File: src/rtl/uart_rx_unit.sv
// uart_rx_unit: 16x-oversampled UART receiver.
// Recovers start + 8 data bits (LSB first) + optional parity + 1 stop bit
// from an asynchronous serial line. Each completed frame is presented on
// data_out with a one-cycle data_valid pulse. The parity and framing status
// of that frame is presented alongside it.
module uart_rx_unit #(
    parameter int CLK_HZ     = 50_000_000,
    parameter int OVERSAMPLE = 16
) (
    input  logic       clock,
    input  logic       reset,
    input  logic       rx_in,
    input  logic [1:0] parity_type,
    input  logic [1:0] baud_rate,
    output logic [7:0] data_out,
    output logic       data_valid,
    output logic       parity_error,
    output logic       frame_error,
    output logic       active_flag,
    output logic       done_flag
);

    // Tick divisors, rounded to nearest: (CLK_HZ + baud*8) / (baud*16).
    localparam int DIV_2400  = (CLK_HZ + 2400  * 8) / (2400  * 16);
    localparam int DIV_4800  = (CLK_HZ + 4800  * 8) / (4800  * 16);
    localparam int DIV_9600  = (CLK_HZ + 9600  * 8) / (9600  * 16);
    localparam int DIV_19200 = (CLK_HZ + 19200 * 8) / (19200 * 16);

    // The slowest rate needs the widest divider.
    localparam int CW = $clog2(DIV_2400 + 1);
    localparam int SW = $clog2(OVERSAMPLE);

    // The sample counter value that marks the middle of a bit.
    localparam logic [SW-1:0] MID_SAMPLE = SW'(OVERSAMPLE / 2 - 1);

    typedef enum logic [2:0] {
        S_IDLE,
        S_START,
        S_DATA,
        S_PARITY,
        S_STOP,
        S_BREAK
    } state_t;

    state_t          state;
    state_t          state_next;

    logic            sync_1;
    logic            rx_s;
    logic            rx_prev;

    logic [1:0]      div_sel;
    logic [CW-1:0]   div_last;
    logic [CW-1:0]   div_cnt;
    logic [SW-1:0]   sample_cnt;
    logic            tick;
    logic            mid;

    logic [2:0]      bit_cnt;
    logic [7:0]      shift_reg;
    logic            parity_bad;
    logic            parity_sum;

    // FSM strobes produced by the next-state logic.
    logic            start_det;
    logic            false_start;
    logic            shift_en;
    logic            parity_en;
    logic            finish;

    // Two-flop synchroniser plus a delayed copy of rx_s for edge detection.
    // Reset to 1 so that a line that idles high never looks like a start edge.
    always_ff @(posedge clock) begin
        // NOTE: every clocked register uses non-blocking assignment so that
        // all flops sample the values from before the edge.
        if (reset) begin
            sync_1  <= 1'b1;
            rx_s    <= 1'b1;
            rx_prev <= 1'b1;
        end else begin
            sync_1  <= rx_in;
            rx_s    <= sync_1;
            rx_prev <= rx_s;
        end
    end

    // Pick the terminal count of the tick divider for the latched baud rate.
    always_comb begin
        case (div_sel)
            2'b00:   div_last = CW'(DIV_2400  - 1);
            2'b01:   div_last = CW'(DIV_4800  - 1);
            2'b10:   div_last = CW'(DIV_9600  - 1);
            default: div_last = CW'(DIV_19200 - 1);
        endcase
    end

    assign tick = (state != S_IDLE) && (div_cnt == div_last);
    assign mid  = tick && (sample_cnt == MID_SAMPLE);

    // The divider and the sample counter are held at zero in IDLE. This keeps
    // the tick phase locked to the detected start edge.
    always_ff @(posedge clock) begin
        if (reset) begin
            div_cnt    <= '0;
            sample_cnt <= '0;
            div_sel    <= 2'b00;
        end else begin
            if (start_det) begin
                div_sel <= baud_rate;
            end
            if (state == S_IDLE) begin
                div_cnt    <= '0;
                sample_cnt <= '0;
            end else if (tick) begin
                div_cnt    <= '0;
                sample_cnt <= sample_cnt + SW'(1);
            end else begin
                div_cnt    <= div_cnt + CW'(1);
            end
        end
    end

    // State register.
    always_ff @(posedge clock) begin
        if (reset) begin
            state <= S_IDLE;
        end else begin
            state <= state_next;
        end
    end

    // Next-state logic and the per-cycle strobes that drive the datapath.
    always_comb begin
        // NOTE: every combinational output gets a default before the case,
        // so no path leaves a signal unassigned and no latch is inferred.
        state_next  = state;
        start_det   = 1'b0;
        false_start = 1'b0;
        shift_en    = 1'b0;
        parity_en   = 1'b0;
        finish      = 1'b0;

        case (state)
            S_IDLE: begin
                if (rx_prev && !rx_s) begin
                    state_next = S_START;
                    start_det  = 1'b1;
                end
            end
            S_START: begin
                if (mid) begin
                    if (!rx_s) begin
                        state_next = S_DATA;
                    end else begin
                        state_next  = S_IDLE;
                        false_start = 1'b1;
                    end
                end
            end
            S_DATA: begin
                if (mid) begin
                    shift_en = 1'b1;
                    if (bit_cnt == 3'd7) begin
                        if (parity_type == 2'b01 || parity_type == 2'b10) begin
                            state_next = S_PARITY;
                        end else begin
                            state_next = S_STOP;
                        end
                    end
                end
            end
            S_PARITY: begin
                if (mid) begin
                    parity_en  = 1'b1;
                    state_next = S_STOP;
                end
            end
            S_STOP: begin
                if (mid) begin
                    finish     = 1'b1;
                    state_next = rx_s ? S_IDLE : S_BREAK;
                end
            end
            S_BREAK: begin
                if (rx_s) begin
                    state_next = S_IDLE;
                end
            end
            default: begin
                state_next = S_IDLE;
            end
        endcase
    end

    // XOR of the eight data bits and the received parity bit: 1 means the
    // total count of ones is odd.
    assign parity_sum = ^{shift_reg, rx_s};

    // Receive datapath: LSB-first shift register, bit counter, parity result.
    always_ff @(posedge clock) begin
        if (reset) begin
            bit_cnt    <= 3'd0;
            shift_reg  <= 8'h00;
            parity_bad <= 1'b0;
        end else begin
            if (start_det) begin
                bit_cnt    <= 3'd0;
                parity_bad <= 1'b0;
            end
            if (shift_en) begin
                shift_reg <= {rx_s, shift_reg[7:1]};
                bit_cnt   <= bit_cnt + 3'd1;
            end
            if (parity_en) begin
                parity_bad <= (parity_type == 2'b01) ? ~parity_sum : parity_sum;
            end
        end
    end

    // Registered outputs. The byte and its status update together with the
    // valid pulse and hold until the next completion.
    always_ff @(posedge clock) begin
        if (reset) begin
            data_out     <= 8'h00;
            data_valid   <= 1'b0;
            parity_error <= 1'b0;
            frame_error  <= 1'b0;
            active_flag  <= 1'b0;
            done_flag    <= 1'b0;
        end else begin
            data_valid <= finish;
            if (start_det) begin
                active_flag <= 1'b1;
                done_flag   <= 1'b0;
            end
            if (false_start) begin
                active_flag <= 1'b0;
            end
            if (finish) begin
                data_out     <= shift_reg;
                parity_error <= parity_bad;
                frame_error  <= ~rx_s;
                active_flag  <= 1'b0;
                done_flag    <= 1'b1;
            end
        end
    end

endmodule

File: config.mk
export PLATFORM = sky130hd
export DESIGN_NAME = uart_rx_unit
export DESIGN_NICKNAME = d
export VERILOG_FILES = /design/src/rtl/uart_rx_unit.sv
export SDC_FILE = /design/constraint.sdc
export NUM_CORES = 1
export LEC_CHECK = 0
export ABC_CLOCK_PERIOD_IN_PS = 5400
export BUFFER_PORTS_ARGS = -buffer_cell sky130_fd_sc_hd__buf_4
export CORE_UTILIZATION = 40
export DETAILED_ROUTE_END_ITERATION = 8
export HOLD_SLACK_MARGIN = 0.08
export SETUP_SLACK_MARGIN = 0.4
export SYNTH_ARGS = -nofsm -noshare
export SYNTH_HDL_FRONTEND = slang
export SYNTH_SLANG_ARGS = --single-unit
File: constraint.sdc
create_clock -name clock -period 5.4 [get_ports clock]
set_input_delay 0.54 -clock clock [delete_from_list [all_inputs] [get_ports clock]]
set_output_delay 0.54 -clock clock [all_outputs]
set_load 0.01 [all_outputs]
Word-level counts from Yosys, hierarchy flattened:

Cells that the tools add are included.
Widths: inputs -> output; s select.

* output and inout port bits: 13
* flip-flop bits (word level): 48

* add/sub/neg operators: 3
* reduce and logical (&&, ||, !) cells: 16
* mux-type cells: 27
* bitwise logic cells: 2
* equal/unequal tests: 19

Operator list (count)
* $mux 3: 11
* $pmux 11 s3: 1
* $pmux 3 s6: 1
* $mux 1: 13
* $ne 2x2->1 const B: 6
* $add 11x1->11 const B: 1
* $eq 11x11->1: 1
* $eq 3x3->1 const B: 3
* $reduce_xor 9->1: 1
* $reduce_and 7->1: 1
* $eq 3x2->1 const B: 2
* $reduce_bool 2->1: 3
* $reduce_or 3->1: 2
* $add 4x1->4 const B: 1
* $eq 2x1->1 const B: 2
* $eq 2x2->1 const B: 2
* $eq 4x3->1 const B: 1
* $add 3x1->3 const B: 1
* $eq 3x1->1 const B: 1
* $logic_and 1x1->1: 3
* $logic_not 3->1: 1
* $reduce_bool 3->1: 1
* $logic_not 2->1: 1
* $mux 2: 1
* other kinds (5): 6

Depth between registers and ports, before layout:

* word-level depth: 8
* depth in mapped cells: 7
* mapped depth without buffers: 7

Worst setup path before layout:

No wires, ideal clock.

* kind: register to register
* start point: register div_cnt[6]
* end point: register data_out[1]
* cell stages (with the launch flop): 7
* setup time: 0.116 ns
* arrival: 1.970 ns
* setup slack: 3.314 ns
* cell sequence: dfxtp_1 or3b_4 a2111oi_4 o211a_1 buf_4 nand3_4 a31o_2

* longest elaborated chain between the ends: 5

RTL lines
* from (decl): line 54 `logic [CW-1:0] div_cnt;`
* from (signal assigned): line 118 `div_cnt <= div_cnt + CW'(1);`
* $eq 11x11->1: line 97 `assign tick = (state != S_IDLE) && (div_cnt == div_last);`
* $logic_and 1x1->1: line 97
* $logic_and 1x1->1: line 98 `assign mid = tick && (sample_cnt == MID_SAMPLE);`
* $mux 1: line 179 `if (mid) begin`
* $mux 1: line 143 `case (state)`
* to (signal assigned): line 240 `data_out <= shift_reg;`
* to (decl): line 15 `output logic [7:0] data_out,`

No other way between the ends.
A chain may end at the register's enable or synchronous reset.

Final worst setup path:

* start point: register div_sel[0]
* end point: register frame_error

* longest elaborated chain between the ends: 7
* elaborated cells on any way between the ends: 9
* those cells by class: 3 x eq/ne; 3 x mux; 3 x reduce/logical

RTL lines
* from (decl): line 52 `logic [1:0] div_sel;`
* from (signal assigned): line 109 `div_sel <= baud_rate;`
* $eq 2x2->1, or another cell as far along: line 89 `case (div_sel)`
* $pmux 11 s3 (*): line 89
* $eq 11x11->1 (*): line 97
* $logic_and 1x1->1 (*): line 97
* $logic_and 1x1->1 (*): line 98
* $mux 1 (*): line 179
* $mux 1 (*): line 143
* to (signal assigned): line 242 `frame_error <= ~rx_s;`
* to (decl): line 18 `output logic frame_error,`

Every way passes the cells marked *; elsewhere a longest branch is shown, timed or not.

==> reports/metrics.json <==
{
  "status": {
    "status": "completed"
  },
  "critical_path": {
    "crit_chain": "or4bb_1 -> o22ai_1 -> o211a_1 -> nand3_4 -> a31o_2",
    "regToRegStartpoint": "div_sel[0]$_SDFFE_PP0P_",
    "critPathLaunch": "div_sel[0]$_SDFFE_PP0P_",
    "critPathMaxFanout": 10,
    "timing.critical_path.buf_inv": 0,
    "critical_path_arrival_ns": 2.64,
    "cp_data_required_time_ns": 5.60,
    "crit_path_top_delay_cell": "sky130_fd_sc_hd__or4bb_1",
    "timing.setup.critical_path_class": "flip-flop to flip-flop",
    "setup.worst_path.end_class": "flip-flop",
    "cpPeakStageDelay_ns": 0.50,
    "worst_path_dominant_cell_family": "compound AO/OA/AOI/OAI gates",
    "startpoint_class_of_the_critical_path": "flip-flop"
  },
  "synthesis": {
    "synthMostInstantiatedCell": "sky130_fd_sc_hd__dfxtp_1",
    "yosys_register_bits": 48,
    "synth.lib_cells_used.distinct": 52,
    "postSynth.asyncResetShare_pct": 0,
    "synth_seq_area_share_pct": 40.5,
    "synth.net_count": 269,
    "synth_ff_type": "sky130_fd_sc_hd__dfxtp_1",
    "mappedNetlistArea_um2": 2370,
    "synthesis.instances": 257,
    "ys_top_cells_by_count": "48 x sky130_fd_sc_hd__dfxtp_1, 26 x sky130_fd_sc_hd__nand2_1, 21 x sky130_fd_sc_hd__nor2_1",
    "synth-edff-count": 0,
    "yosysWarnings": 0,
    "synth.top_cells.by_area": "sky130_fd_sc_hd__dfxtp_1 40%, sky130_fd_sc_hd__xnor2_1 5.9%, sky130_fd_sc_hd__nand2_1 4.1%",
    "syn_avg_cell_area_um2": 9.24,
    "synthDominantCellAreaShare_pct": 40.5,
    "post-synth-top-area-cell": "sky130_fd_sc_hd__dfxtp_1"
  },
  "global_route": {
    "grtUsageMet3_pct": 3.56,
    "gr-total-overflow": 0,
    "grt_antenna_before_repair": 0,
    "first_global_vias": 1729,
    "grt_max_degree": 31,
    "groute.layer.met1.usage_pct": 21.9,
    "global_route.usage.met2_pct": 27.1,
    "gr-usage-all-layers_pct": 17.0,
    "first_pass_grt_wire_length_um": 8250,
    "grt_most_used_layer": "met2"
  },
  "sta": {
    "timing_worst_slew_pin_value_ns": 0.901,
    "report.final.slew_viol_count": 0,
    "tns_ns": 0,
    "max_clock_freq_mhz": 410,
    "fin_crit_ns": 2.44,
    "timing.final.hold_violations": 0,
    "setup_repair_after_global_routing_missed_its_margin": "false",
    "clock_skew_ns": 0.00636,
    "slew_headroom_pct": 39.9,
    "fin_crit_sh_pct": 45.2,
    "final_count_of_negative_setup_slack_endpoints": 0
  },
  "cts": {
    "cts-root-buf": "sky130_fd_sc_hd__clkbuf_8",
    "postCtsSetupRepairBufs": 0,
    "ctsLongestPathBuffers": 2,
    "clkTransAtPathRegs_ns": 0.08,
    "ctsResizeCount": 0,
    "h_tree_depth": 2,
    "clock_latency_ns": 0.30,
    "cts.sink_count": 48,
    "cts_hold_buffers": 0,
    "tritoncts": "yes",
    "tritoncts.num_buffers": 5
  },
  "routing": {
    "drc_markers": 0,
    "antenna_left": 0,
    "detailed_route_via_count": 1870,
    "wirelength_um": 4810,
    "first_iter_violations": 58,
    "drt-vias-per-instance": 5.50,
    "firstDrtPassIters": 4,
    "routedWlPerCell_um": 14.2
  },
  "floorplanning": {
    "floorplan.initialDensity_pct": 42.3,
    "ios": 20,
    "fp.coreArea_um2": 5610,
    "die_w_um": 79.0,
    "row_count": 27,
    "die_height_um": 79.0,
    "die_area_um2": 6250
  },
  "hold_path": {
    "hold_path.startpoint": "sync_1$_SDFF_PP1_",
    "hold_path.class": "flip-flop to flip-flop"
  },
  "power": {
    "power_density_nw_per_um2": 260,
    "totalPowerFinal_w": 0.000694,
    "static-leakage-power_nw": 0.975,
    "ir_worst_vdd_v": 0.000148
  },
  "place": {
    "dp.final_hpwl_um": 3330,
    "portBuffers": 19,
    "finalWeightedCongestion": 0.792
  },
  "final_layout": {
    "finish.net_count": 280,
    "antenna_cells": 0,
    "largest_reg_flops": 11,
    "layout-drive-gt1-share_pct": 16.0,
    "syn_to_final_growth_pct": 12.3
  },
  "run": {
    "cap_violations": 0
  }
}
-- final timing paths --
kind	end	slack (ns)	depth (start not counted)
hold / removal	rx_s$_SDFF_PP1_	0.42	1
hold reg to reg	rx_s$_SDFF_PP1_	0.42	1
setup reg to reg	frame_error$_SDFFE_PP0P_	2.96	5
setup / recovery	frame_error$_SDFFE_PP0P_	2.96	5
-- layer usage --
layer | share of wire [%] | routed length [um]
met4 | 1.8 | 86
met2 | 47 | 2250
met1 | 48 | 2310
met3 | 3.3 | 160
met5 | 0 | 0
-- power breakdown --
| part | switching [W] | total, W | internal [W] |
|---|---|---|---|
| Clock | 0.000115 | 0.000298 | 0.000182 |
| Combinational | 0.0000188 | 0.0000321 | 0.0000133 |
| Sequential | 0.00000727 | 0.000364 | 0.000357 |
| Total | 0.000141 | 0.000694 | 0.000552 |
-- per-stage QoR --
step	util [%]	cell area, um^2	setup slack (ns)	hold WS (ns)	cells
after floorplan	-	2370	3.31	0.389	257
after global placement	45.2	2540	2.97	0.395	333
after detailed placement	45.2	2540	2.94	0.398	333
after CTS	47.5	2670	2.95	0.417	340
after global routing	47.5	2670	2.74	0.410	340
final	47.5	2670	2.96	0.420	340
-- kinds of logic (layout without fill, tap and decap cells) --
logic type	Yosys count	in the layout	share of synthesized area (%)
compound gates	51	51	17.4
xor+xnor	21	21	7.75
fa+ha+maj	5	5	2.64
buf+inv	21	32	3.85
flops	48	48	40.5
mux	9	9	3.85
simple gates	102	102	24.0
-- layout make-up --
cell class | instances | area [um^2]
sequential | 48 | 961
fill | 558 | 2940
multi-input combinational | 188 | 1320
clock buffer | 5 | 68.8
timing repair buffer | 19 | 143
tap | 72 | 90.1
inverter | 6 | 22.5
clock inverter | 2 | 60.1
-- cell usage in the layout, fill, tap and decap left out, types with 6 or more instances in the layout --
cell type                 netlist  layout
sky130_fd_sc_hd__dfxtp_1       48      48
sky130_fd_sc_hd__nand2_1       26      26
sky130_fd_sc_hd__nor2_1        21      21
sky130_fd_sc_hd__buf_4          1      19
sky130_fd_sc_hd__xnor2_1       16      16
sky130_fd_sc_hd__a21oi_1       11      11
sky130_fd_sc_hd__nor4_1        11      11
sky130_fd_sc_hd__nand3_1        9       9
sky130_fd_sc_hd__mux2i_1        8       8
sky130_fd_sc_hd__o21ai_0        7       7
sky130_fd_sc_hd__inv_1          6       6
sky130_fd_sc_hd__a31o_1         6       6
Power figures use the tool's default switching activity.
